[config.mk]
export PLATFORM = sky130hd
export DESIGN_NAME = pipe_hazard_ctrl
export DESIGN_NICKNAME = d
export VERILOG_FILES = /design/src/rtl/pipe_hazard_ctrl_pkg.sv /design/src/rtl/pipe_hazard_ctrl_fwd_unit.sv /design/src/rtl/pipe_hazard_ctrl.sv
export SDC_FILE = /design/constraint.sdc
export NUM_CORES = 1
export LEC_CHECK = 0
export CORE_MARGIN = 2
export CORE_UTILIZATION = 33
export DETAILED_ROUTE_END_ITERATION = 10
export GPL_TIMING_DRIVEN = 0
export PLACE_DENSITY_LB_ADDON = 0.2
export SLEW_MARGIN = 20
export SYNTH_ARGS = -nofsm -noshare
export SYNTH_HDL_FRONTEND = slang
export SYNTH_HIERARCHICAL = 1
export SYNTH_SLANG_ARGS = --single-unit
[constraint.sdc]
create_clock -name clk -period 2.15 [get_ports clk]
set_clock_uncertainty 0.05 [all_clocks]
set_input_delay 0.43 -clock clk [delete_from_list [all_inputs] [get_ports clk]]
set_output_delay 0.43 -clock clk [all_outputs]
set_load 0.02 [all_outputs]
[src/rtl/pipe_hazard_ctrl_pkg.sv]
// Shared encodings for the pipeline hazard controller: forwarding selects and memory-wait FSM states.
package pipe_ctrl_pkg;

    localparam logic [1:0] FWD_RF  = 2'b00;
    localparam logic [1:0] FWD_WB  = 2'b01;
    localparam logic [1:0] FWD_MEM = 2'b10;

    typedef enum logic [1:0] {
        RUN   = 2'd0,
        WAIT  = 2'd1,
        ABORT = 2'd2
    } hz_state_t;

endpackage

[src/rtl/pipe_hazard_ctrl_fwd_unit.sv]
// EX-stage operand forwarding selects; MEM-stage result takes priority over WB.
module fwd_unit
    import pipe_ctrl_pkg::*;
(
    input  logic [4:0] Rs1E,
    input  logic [4:0] Rs2E,
    input  logic [4:0] RdM,
    input  logic       RegwriteM,
    input  logic [4:0] RdW,
    input  logic       RegwriteW,
    output logic [1:0] fwdAE,
    output logic [1:0] fwdBE
);

    function automatic logic [1:0] fwd_sel(input logic [4:0] rs,
                                           input logic [4:0] rdm, input logic wm,
                                           input logic [4:0] rdw, input logic ww);
        if (wm && (rdm != 5'd0) && (rdm == rs))
            return FWD_MEM;
        else if (ww && (rdw != 5'd0) && (rdw == rs))
            return FWD_WB;
        else
            return FWD_RF;
    endfunction

    always_comb begin
        fwdAE = fwd_sel(Rs1E, RdM, RegwriteM, RdW, RegwriteW);
        fwdBE = fwd_sel(Rs2E, RdM, RegwriteM, RdW, RegwriteW);
    end

endmodule

[src/rtl/pipe_hazard_ctrl.sv]
// Central hazard controller: stall/flush generation, forwarding, data-memory wait sequencing with timeout.
// Optional HAZ_PERF_EN adds saturating stall/flush performance counters.
module pipe_hazard_ctrl
    import pipe_ctrl_pkg::*;
#(
    parameter int unsigned MEM_TIMEOUT = 16,
    parameter int unsigned CNT_W       = 8
)(
    input  logic       clk,
    input  logic       rst,
    input  logic [4:0] Rs1D,
    input  logic [4:0] Rs2D,
    input  logic [4:0] Rs1E,
    input  logic [4:0] Rs2E,
    input  logic [4:0] RdE,
    input  logic       loadE,
    input  logic       pcsrcE,
    input  logic [4:0] RdM,
    input  logic       RegwriteM,
    input  logic       dmem_reqM,
    input  logic       dmem_ready,
    input  logic [4:0] RdW,
    input  logic       RegwriteW,
    output logic       stallF,
    output logic       stallD,
    output logic       stallE,
    output logic       stallM,
    output logic       flushD,
    output logic       flushE,
    output logic       flushW,
    output logic [1:0] fwdAE,
    output logic [1:0] fwdBE,
    output logic       mem_err
`ifdef HAZ_PERF_EN
    ,
    output logic [31:0] perf_stall_cnt,
    output logic [31:0] perf_flush_cnt
`endif
);

    localparam logic [CNT_W-1:0] WCNT_LAST = CNT_W'(MEM_TIMEOUT - 1);

    hz_state_t        state;
    logic [CNT_W-1:0] wcnt;
    logic             mem_err_q;
    logic             lw_stall;
    logic             mem_stall;
    logic [1:0]       fwd_a_raw;
    logic [1:0]       fwd_b_raw;

    fwd_unit u_fwd (
        .Rs1E      (Rs1E),
        .Rs2E      (Rs2E),
        .RdM       (RdM),
        .RegwriteM (RegwriteM),
        .RdW       (RdW),
        .RegwriteW (RegwriteW),
        .fwdAE     (fwd_a_raw),
        .fwdBE     (fwd_b_raw)
    );

    assign lw_stall  = loadE && (RdE != 5'd0) && ((RdE == Rs1D) || (RdE == Rs2D));
    assign mem_stall = dmem_reqM && !dmem_ready && (state != ABORT);

    // Outputs are forced quiet while rst is high, even though state only clears on the edge.
    assign fwdAE   = rst ? FWD_RF : fwd_a_raw;
    assign fwdBE   = rst ? FWD_RF : fwd_b_raw;
    assign mem_err = mem_err_q && !rst;

    always_comb begin
        stallF = 1'b0;
        stallD = 1'b0;
        stallE = 1'b0;
        stallM = 1'b0;
        flushD = 1'b0;
        flushE = 1'b0;
        flushW = 1'b0;
        if (!rst) begin
            if (mem_stall) begin
                stallF = 1'b1;
                stallD = 1'b1;
                stallE = 1'b1;
                stallM = 1'b1;
                flushW = 1'b1;
            end else if (pcsrcE) begin
                flushD = 1'b1;
                flushE = 1'b1;
            end else if (lw_stall) begin
                stallF = 1'b1;
                stallD = 1'b1;
                flushE = 1'b1;
            end
        end
    end

    always_ff @(posedge clk) begin
        if (rst) begin
            state     <= RUN;
            wcnt      <= '0;
            mem_err_q <= 1'b0;
        end else begin
            mem_err_q <= 1'b0;
            case (state)
                RUN: begin
                    if (mem_stall) begin
                        state <= WAIT;
                        wcnt  <= CNT_W'(1);
                    end
                end
                WAIT: begin
                    if (dmem_ready) begin
                        state <= RUN;
                        wcnt  <= '0;
                    end else if (wcnt == WCNT_LAST) begin
                        state     <= ABORT;
                        mem_err_q <= 1'b1;
                    end else begin
                        wcnt <= wcnt + CNT_W'(1);
                    end
                end
                ABORT: begin
                    state <= RUN;
                    wcnt  <= '0;
                end
                default: begin
                    state <= RUN;
                    wcnt  <= '0;
                end
            endcase
        end
    end

`ifdef HAZ_PERF_EN
    always_ff @(posedge clk) begin
        if (rst) begin
            perf_stall_cnt <= '0;
            perf_flush_cnt <= '0;
        end else begin
            if (stallF && (perf_stall_cnt != '1))
                perf_stall_cnt <= perf_stall_cnt + 32'd1;
            if (flushD && (perf_flush_cnt != '1))
                perf_flush_cnt <= perf_flush_cnt + 32'd1;
        end
    end
`endif

endmodule
## Yosys cells after proc, flatten, opt, wreduce, memory -nomap -nowiden

Index checks and enable logic that the tools add are counted.
Widths: inputs -> output; s select.

| word-level totals | value |
|---|---|
| bits in registers | 11 |
| input port bits | 43 |
| logic and storage cells | 65 |

| operators by class | value |
|---|---|
| add/subtract/negate cells | 1 |
| eq/ne operators | 12 |
| multiplexer cells | 27 |
| bitwise gates (word level) | 1 |
| reductions and logical operators | 21 |

Operator list:

| kind | count |
|---|---|
| $eq 5x5->1 | 6 |
| $mux 8 | 3 |
| $pmux 8 s2 | 1 |
| $mux 1 | 15 |
| $reduce_bool 5->1 | 3 |
| $mux 2 | 7 |
| $logic_and 1x1->1 | 11 |
| $add 8x1->8 const B | 1 |
| $eq 8x4->1 const B | 1 |
| $ne 3x3->1 const B | 2 |
| $ne 2x2->1 const B | 2 |
| $pmux 2 s2 | 1 |
| $reduce_and 2->1 | 2 |
| $reduce_or 3->1 | 1 |
| $eq 2x1->1 const B | 1 |
| $logic_not 1->1 | 2 |
| $logic_not 2->1 | 1 |
| $logic_or 1x1->1 | 1 |
| $not 1->1 | 1 |

## Longest topological paths before layout

| depth | value |
|---|---|
| depth in word-level cells | 7 |
| gate-level depth with buffers | 5 |
| gate-level depth less buffers | 5 |

## Cells and area by module

The synthesis kept the hierarchy.

Modules (own cells, without submodules):

| module | times used | cells an instance | area an instance (sq um) | seq. area each (sq um) |
|---|---|---|---|---|
| pipe_hazard_ctrl | 1 | 101 | 849.6 | 220.2 |
| fwd_unit | 1 | 34 | 257.7 | 0.0 |

## Least setup slack after synthesis

OpenSTA, ideal clock, no wires.

| path | value |
|---|---|
| kind | input to output |
| start | in RdM[1] |
| end | out fwdAE[0] |
| arrival time | 1.757 ns |
| required time | 1.670 ns |
| path slack | -0.087 ns |
| stages on the path | 5 |
| buffers on the path | 0 |
| cell sequence | or4_1 -> o21ai_2 -> nor4_1 -> nor4_1 -> nor2b_1 |

| on the way | value |
|---|---|
| longest elaborated chain between the ends | 5 |
| elaborated cells on any way between the ends | 6 |

Ends and longest elaborated chain:

| element | RTL line | source |
|---|---|---|
| from (decl) | pipe_hazard_ctrl.sv:18 | `input logic [4:0] RdM,` |
| $reduce_bool 5->1 | pipe_hazard_ctrl_fwd_unit.sv:18 | `if (wm && (rdm != 5'd0) && (rdm == rs))` |
| $logic_and 1x1->1 | pipe_hazard_ctrl_fwd_unit.sv:18 |  |
| $logic_and 1x1->1 * | pipe_hazard_ctrl_fwd_unit.sv:18 |  |
| $mux 2 * | pipe_hazard_ctrl_fwd_unit.sv:18 |  |
| via fwd_a_raw[0] | pipe_hazard_ctrl.sv:48 | `logic [1:0] fwd_a_raw;` |
| $mux 2 * | pipe_hazard_ctrl.sv:66 | `assign fwdAE = rst ? FWD_RF : fwd_a_raw;` |
| to (decl) | pipe_hazard_ctrl.sv:31 | `output logic [1:0] fwdAE,` |

Mark *: on every way through the listed nets, which the timed path passes. The rest lies on a longest branch.

## Worst setup path after layout

| path | value |
|---|---|
| start | in RdM[3] |
| end | out fwdBE[0] |

| on the way | value |
|---|---|
| longest elaborated chain between the ends | 5 |
| elaborated cells on any way between the ends | 6 |

Ends and longest elaborated chain:

| element | RTL line | source |
|---|---|---|
| $reduce_bool 5->1 | pipe_hazard_ctrl_fwd_unit.sv:18 |  |
| $logic_and 1x1->1 | pipe_hazard_ctrl_fwd_unit.sv:18 |  |
| $logic_and 1x1->1 * | pipe_hazard_ctrl_fwd_unit.sv:18 |  |
| $mux 2 * | pipe_hazard_ctrl_fwd_unit.sv:18 |  |
| via fwd_b_raw[0] | pipe_hazard_ctrl.sv:49 | `logic [1:0] fwd_b_raw;` |
| $mux 2 * | pipe_hazard_ctrl.sv:67 | `assign fwdBE = rst ? FWD_RF : fwd_b_raw;` |
| to (decl) | pipe_hazard_ctrl.sv:32 | `output logic [1:0] fwdBE,` |

Marks and branches as above.

==> metrics.log <==
INFO  metric synthesis.area_per_instance = between 8 and 9 sq um
INFO  metric power_per_cell_area = between 300 and 400 nW/um^2
INFO  metric floorplan.initialDensity = 33.71%
INFO  metric timing.final.max_slew_violations = 0
INFO  metric place.detailed.hpwl = around 2500 microns
INFO  metric route.detailed.wl_per_inst = ~13 microns
INFO  metric synth.largest_area_cell = sky130_fd_sc_hd__dfxtp_1
INFO  metric globalRoute.totalOverflow = 0
INFO  metric area_delta_synth_final = 64.29%
INFO  metric floorplan.die.height = a little over 60 microns
INFO  metric final_instance_area = about 1800 sq um
INFO  metric layout_commonest_cell = sky130_fd_sc_hd__xnor2_1
INFO  metric path_clk_slew = about 0.070 ns
INFO  metric worst-endpoint-arrival = 1.87 ns
INFO  metric synth.lib_cells_used.distinct = 42
INFO  metric clk_path_buf_depth = 2
INFO  metric grt_start_max_net_pins = 12
INFO  metric mostFrequentLayoutCells = sky130_fd_sc_hd__xnor2_1, sky130_fd_sc_hd__xor2_1, sky130_fd_sc_hd__dlymetal6s2s_1, sky130_fd_sc_hd__dlygate4sd2_1, sky130_fd_sc_hd__dfxtp_1
INFO  metric setup_violations_final = 3
INFO  metric placedCellCount = approximately 240
INFO  metric yosysWarnings = 6
INFO  metric ys_seq_area_share = approximately a fifth
INFO  metric worstSkewPairLatency = 0.28 ns
INFO  metric slew_headroom = between 40% and 50%
INFO  metric globalplace.congestion = slightly below 0.8
INFO  metric tritoncts_num_sinks = 11
INFO  metric post_route_non_filler_standard_cell_count = 240
INFO  metric worstHoldPathType = reg -> reg
INFO  metric ctsRootBufferMaster = sky130_fd_sc_hd__clkbuf_4
INFO  metric detail_route.wirelength = roughly 3200 microns
INFO  metric nets = ~240
INFO  metric max_freq = 424.9 MHz
INFO  metric die_width = between 60 and 70 microns
INFO  metric violations = setup timing
INFO  metric design.die.area = around 3800 sq um
INFO  metric ant_nets = 0
INFO  metric synthCells = roughly 140
INFO  metric yosys_most_used_dff = sky130_fd_sc_hd__dfxtp_1
INFO  metric synth_largest_type_area_fraction = between 10% and 20%
INFO  metric placed_area = around 1700 sq um
INFO  metric multi_input_comb_area = between 900 and 1000 sq um
INFO  metric grt_pass1_vias = roughly 1200
INFO  metric endpoint_kind = output pin
INFO  metric rsz0062_at_grt = yes
INFO  metric status = finished with violations
INFO  metric async_reset_ff_share = 0%
INFO  metric vias = between 1000 and 1500
INFO  metric crit_path_required_time = ~1.7 ns
INFO  metric finalCritPeriodShare = 109.5%
INFO  metric antenna_violations_before_repair = 0
INFO  metric fillers = ~330
INFO  metric final_layout_size_suffix_gt1_share = between 30% and 40%
INFO  metric grt_util_all_layers = between 15 and 20%
INFO  metric cts_tree = yes
INFO  metric path_max_fanout = 2
INFO  metric avgViaCountPerCell = about 5
INFO  metric ir_worst_vdd = about 0.13 mV
INFO  metric io_buffers = 54
INFO  metric grt_pass1_wl = between 4000 and 5000 microns
INFO  metric mappedNetlistArea = 1107 sq um
INFO  metric placeableCoreArea = between 3000 and 4000 sq um
INFO  metric crit_path_class = in -> out
INFO  metric drtPass1Iterations = 4
INFO  metric design.portCount = 55
INFO  metric worstSetupStartpointType = input port
INFO  metric static-leakage-power = 0.0008094 uW
INFO  metric period_needed = 2.353 ns
INFO  metric placementRows = 21
INFO  metric detail_route.iter0.violations = 51
INFO  metric ys_seq_elements = 11
INFO  metric postLayoutSetupSlackWorst = -0.2035 ns
INFO  metric post_cts_hold_buffer_count = 0
INFO  metric post_synth_main_area_contributors = sky130_fd_sc_hd__dfxtp_1, sky130_fd_sc_hd__xnor2_1, sky130_fd_sc_hd__xor2_1
INFO  metric cts-htree-levels = 1
INFO  metric area.sequential = roughly 220 sq um
INFO  metric report.final.hold_viol_count = 0
INFO  metric cts_inserted_buffers = 3
INFO  metric worst_margin_slew = 0.8035 ns
INFO  metric maxCapViolations = 0
INFO  metric drt_drc_violations_left = 0
INFO  metric syn_nets = 179
INFO  metric antenna_cells = 0
INFO  metric synth_edf_count = 0
cells in the mapped netlist (all sizes together) (4+ instances only):
| master | number |
|---|---|
| nor2 | 7 |
| nor4 | 9 |
| o21ai | 5 |
| a21oi | 4 |
| xor2 | 14 |
| nor3 | 4 |
| or4 | 4 |
| dfxtp | 11 |
| xnor2 | 16 |
| nand2b | 5 |
| nor2b | 6 |
| buf | 4 |
| nand2 | 7 |
| nand3 | 7 |
critical path: stages:
cell,delay (ns)
sky130_fd_sc_hd__buf_8,0.09
sky130_fd_sc_hd__or4_4,0.54
sky130_fd_sc_hd__o21ai_4,0.18
sky130_fd_sc_hd__nor4_4,0.07
sky130_fd_sc_hd__nor4_2,0.25
sky130_fd_sc_hd__nor2b_2,0.19
sky130_fd_sc_hd__buf_6,0.12
per-layer routing:
layer / wire [microns] / vias up / track usage (%) / part of all wire, %
met5: 0 / - / 0 / 0
li1: - / 618 / - / -
met4: 48 / 0 / 7.903 / 1.5
met2: 1729 / 41 / 30.83 / 55
met3: 164 / 4 / 3.313 / 5.2
met1: 1227 / 542 / 17.54 / 39
where the power goes:
part	switching (uW)	internal, uW
combinational	113	124
clock	74.8	72.1
sequential	1.95	207
total	190	403
registers in the layout, summed over array words and instances (netlist names):
signal     cells
mem_err_q      1
state          2
wcnt           8
layout make-up:
| type | count | area share [%] |
|---|---|---|
| Multi-Input combinational cell | 117 | 52.75 |
| Timing Repair Buffer | 57 | 28.75 |
| Sequential cell | 11 | 12.17 |
| Tap cell | 46 | 3.164 |
| Buffer | 4 | 1.513 |
| Clock buffer | 4 | 1.444 |
| Inverter | 1 | 0.2063 |
per-stage QoR:
step	utilization, %	power, uW	setup slack (ns)	hold WS (ns)	TNS [ns]
finish	55.39	593.3	-0.2035	0.4538	-0.3927
global route	55.39	626.6	-0.3190	0.4966	-0.6505
CTS	53.94	588.2	-0.2660	0.4574	-0.5927
detailed placement	52.08	445.2	-1.059	0.4448	-9.023
global placement	52.08	441.4	-1.058	0.4337	-8.642
floorplan	-	317.6	0.0002484	0.4151	0
repair_timing:
item | in CTS | in global routing
pin swaps | 16 | 22
setup endpoints to repair | 12 | 11
resized for setup | 108 | 43
buffers inserted | 3 | 1
logic make-up (layout without fill, tap and decap cells):
group | Yosys count | in the layout | share of synthesized area, %
AOI/OAI and AO/OA | 25 | 25 | 19.10
DFF | 11 | 11 | 19.89
muxes | 3 | 3 | 2.712
and+or+nand+nor | 58 | 58 | 29.94
adders and majority gates | 1 | 1 | 1.130
buffers and inverters | 7 | 66 | 3.502
xor gates and xnor gates | 30 | 30 | 23.73
final timing paths:
kind	start	endpoint	slack [ns]	depth (start not counted)
max	RdM[3]	fwdBE[0]	-0.20	7
min reg2reg	wcnt[0]	wcnt[0]	0.45	2
min	wcnt[0]	wcnt[0]	0.45	2
max reg2reg	wcnt[5]	wcnt[5]	0.35	4
Note: power is estimated with default switching activity, not from simulation.
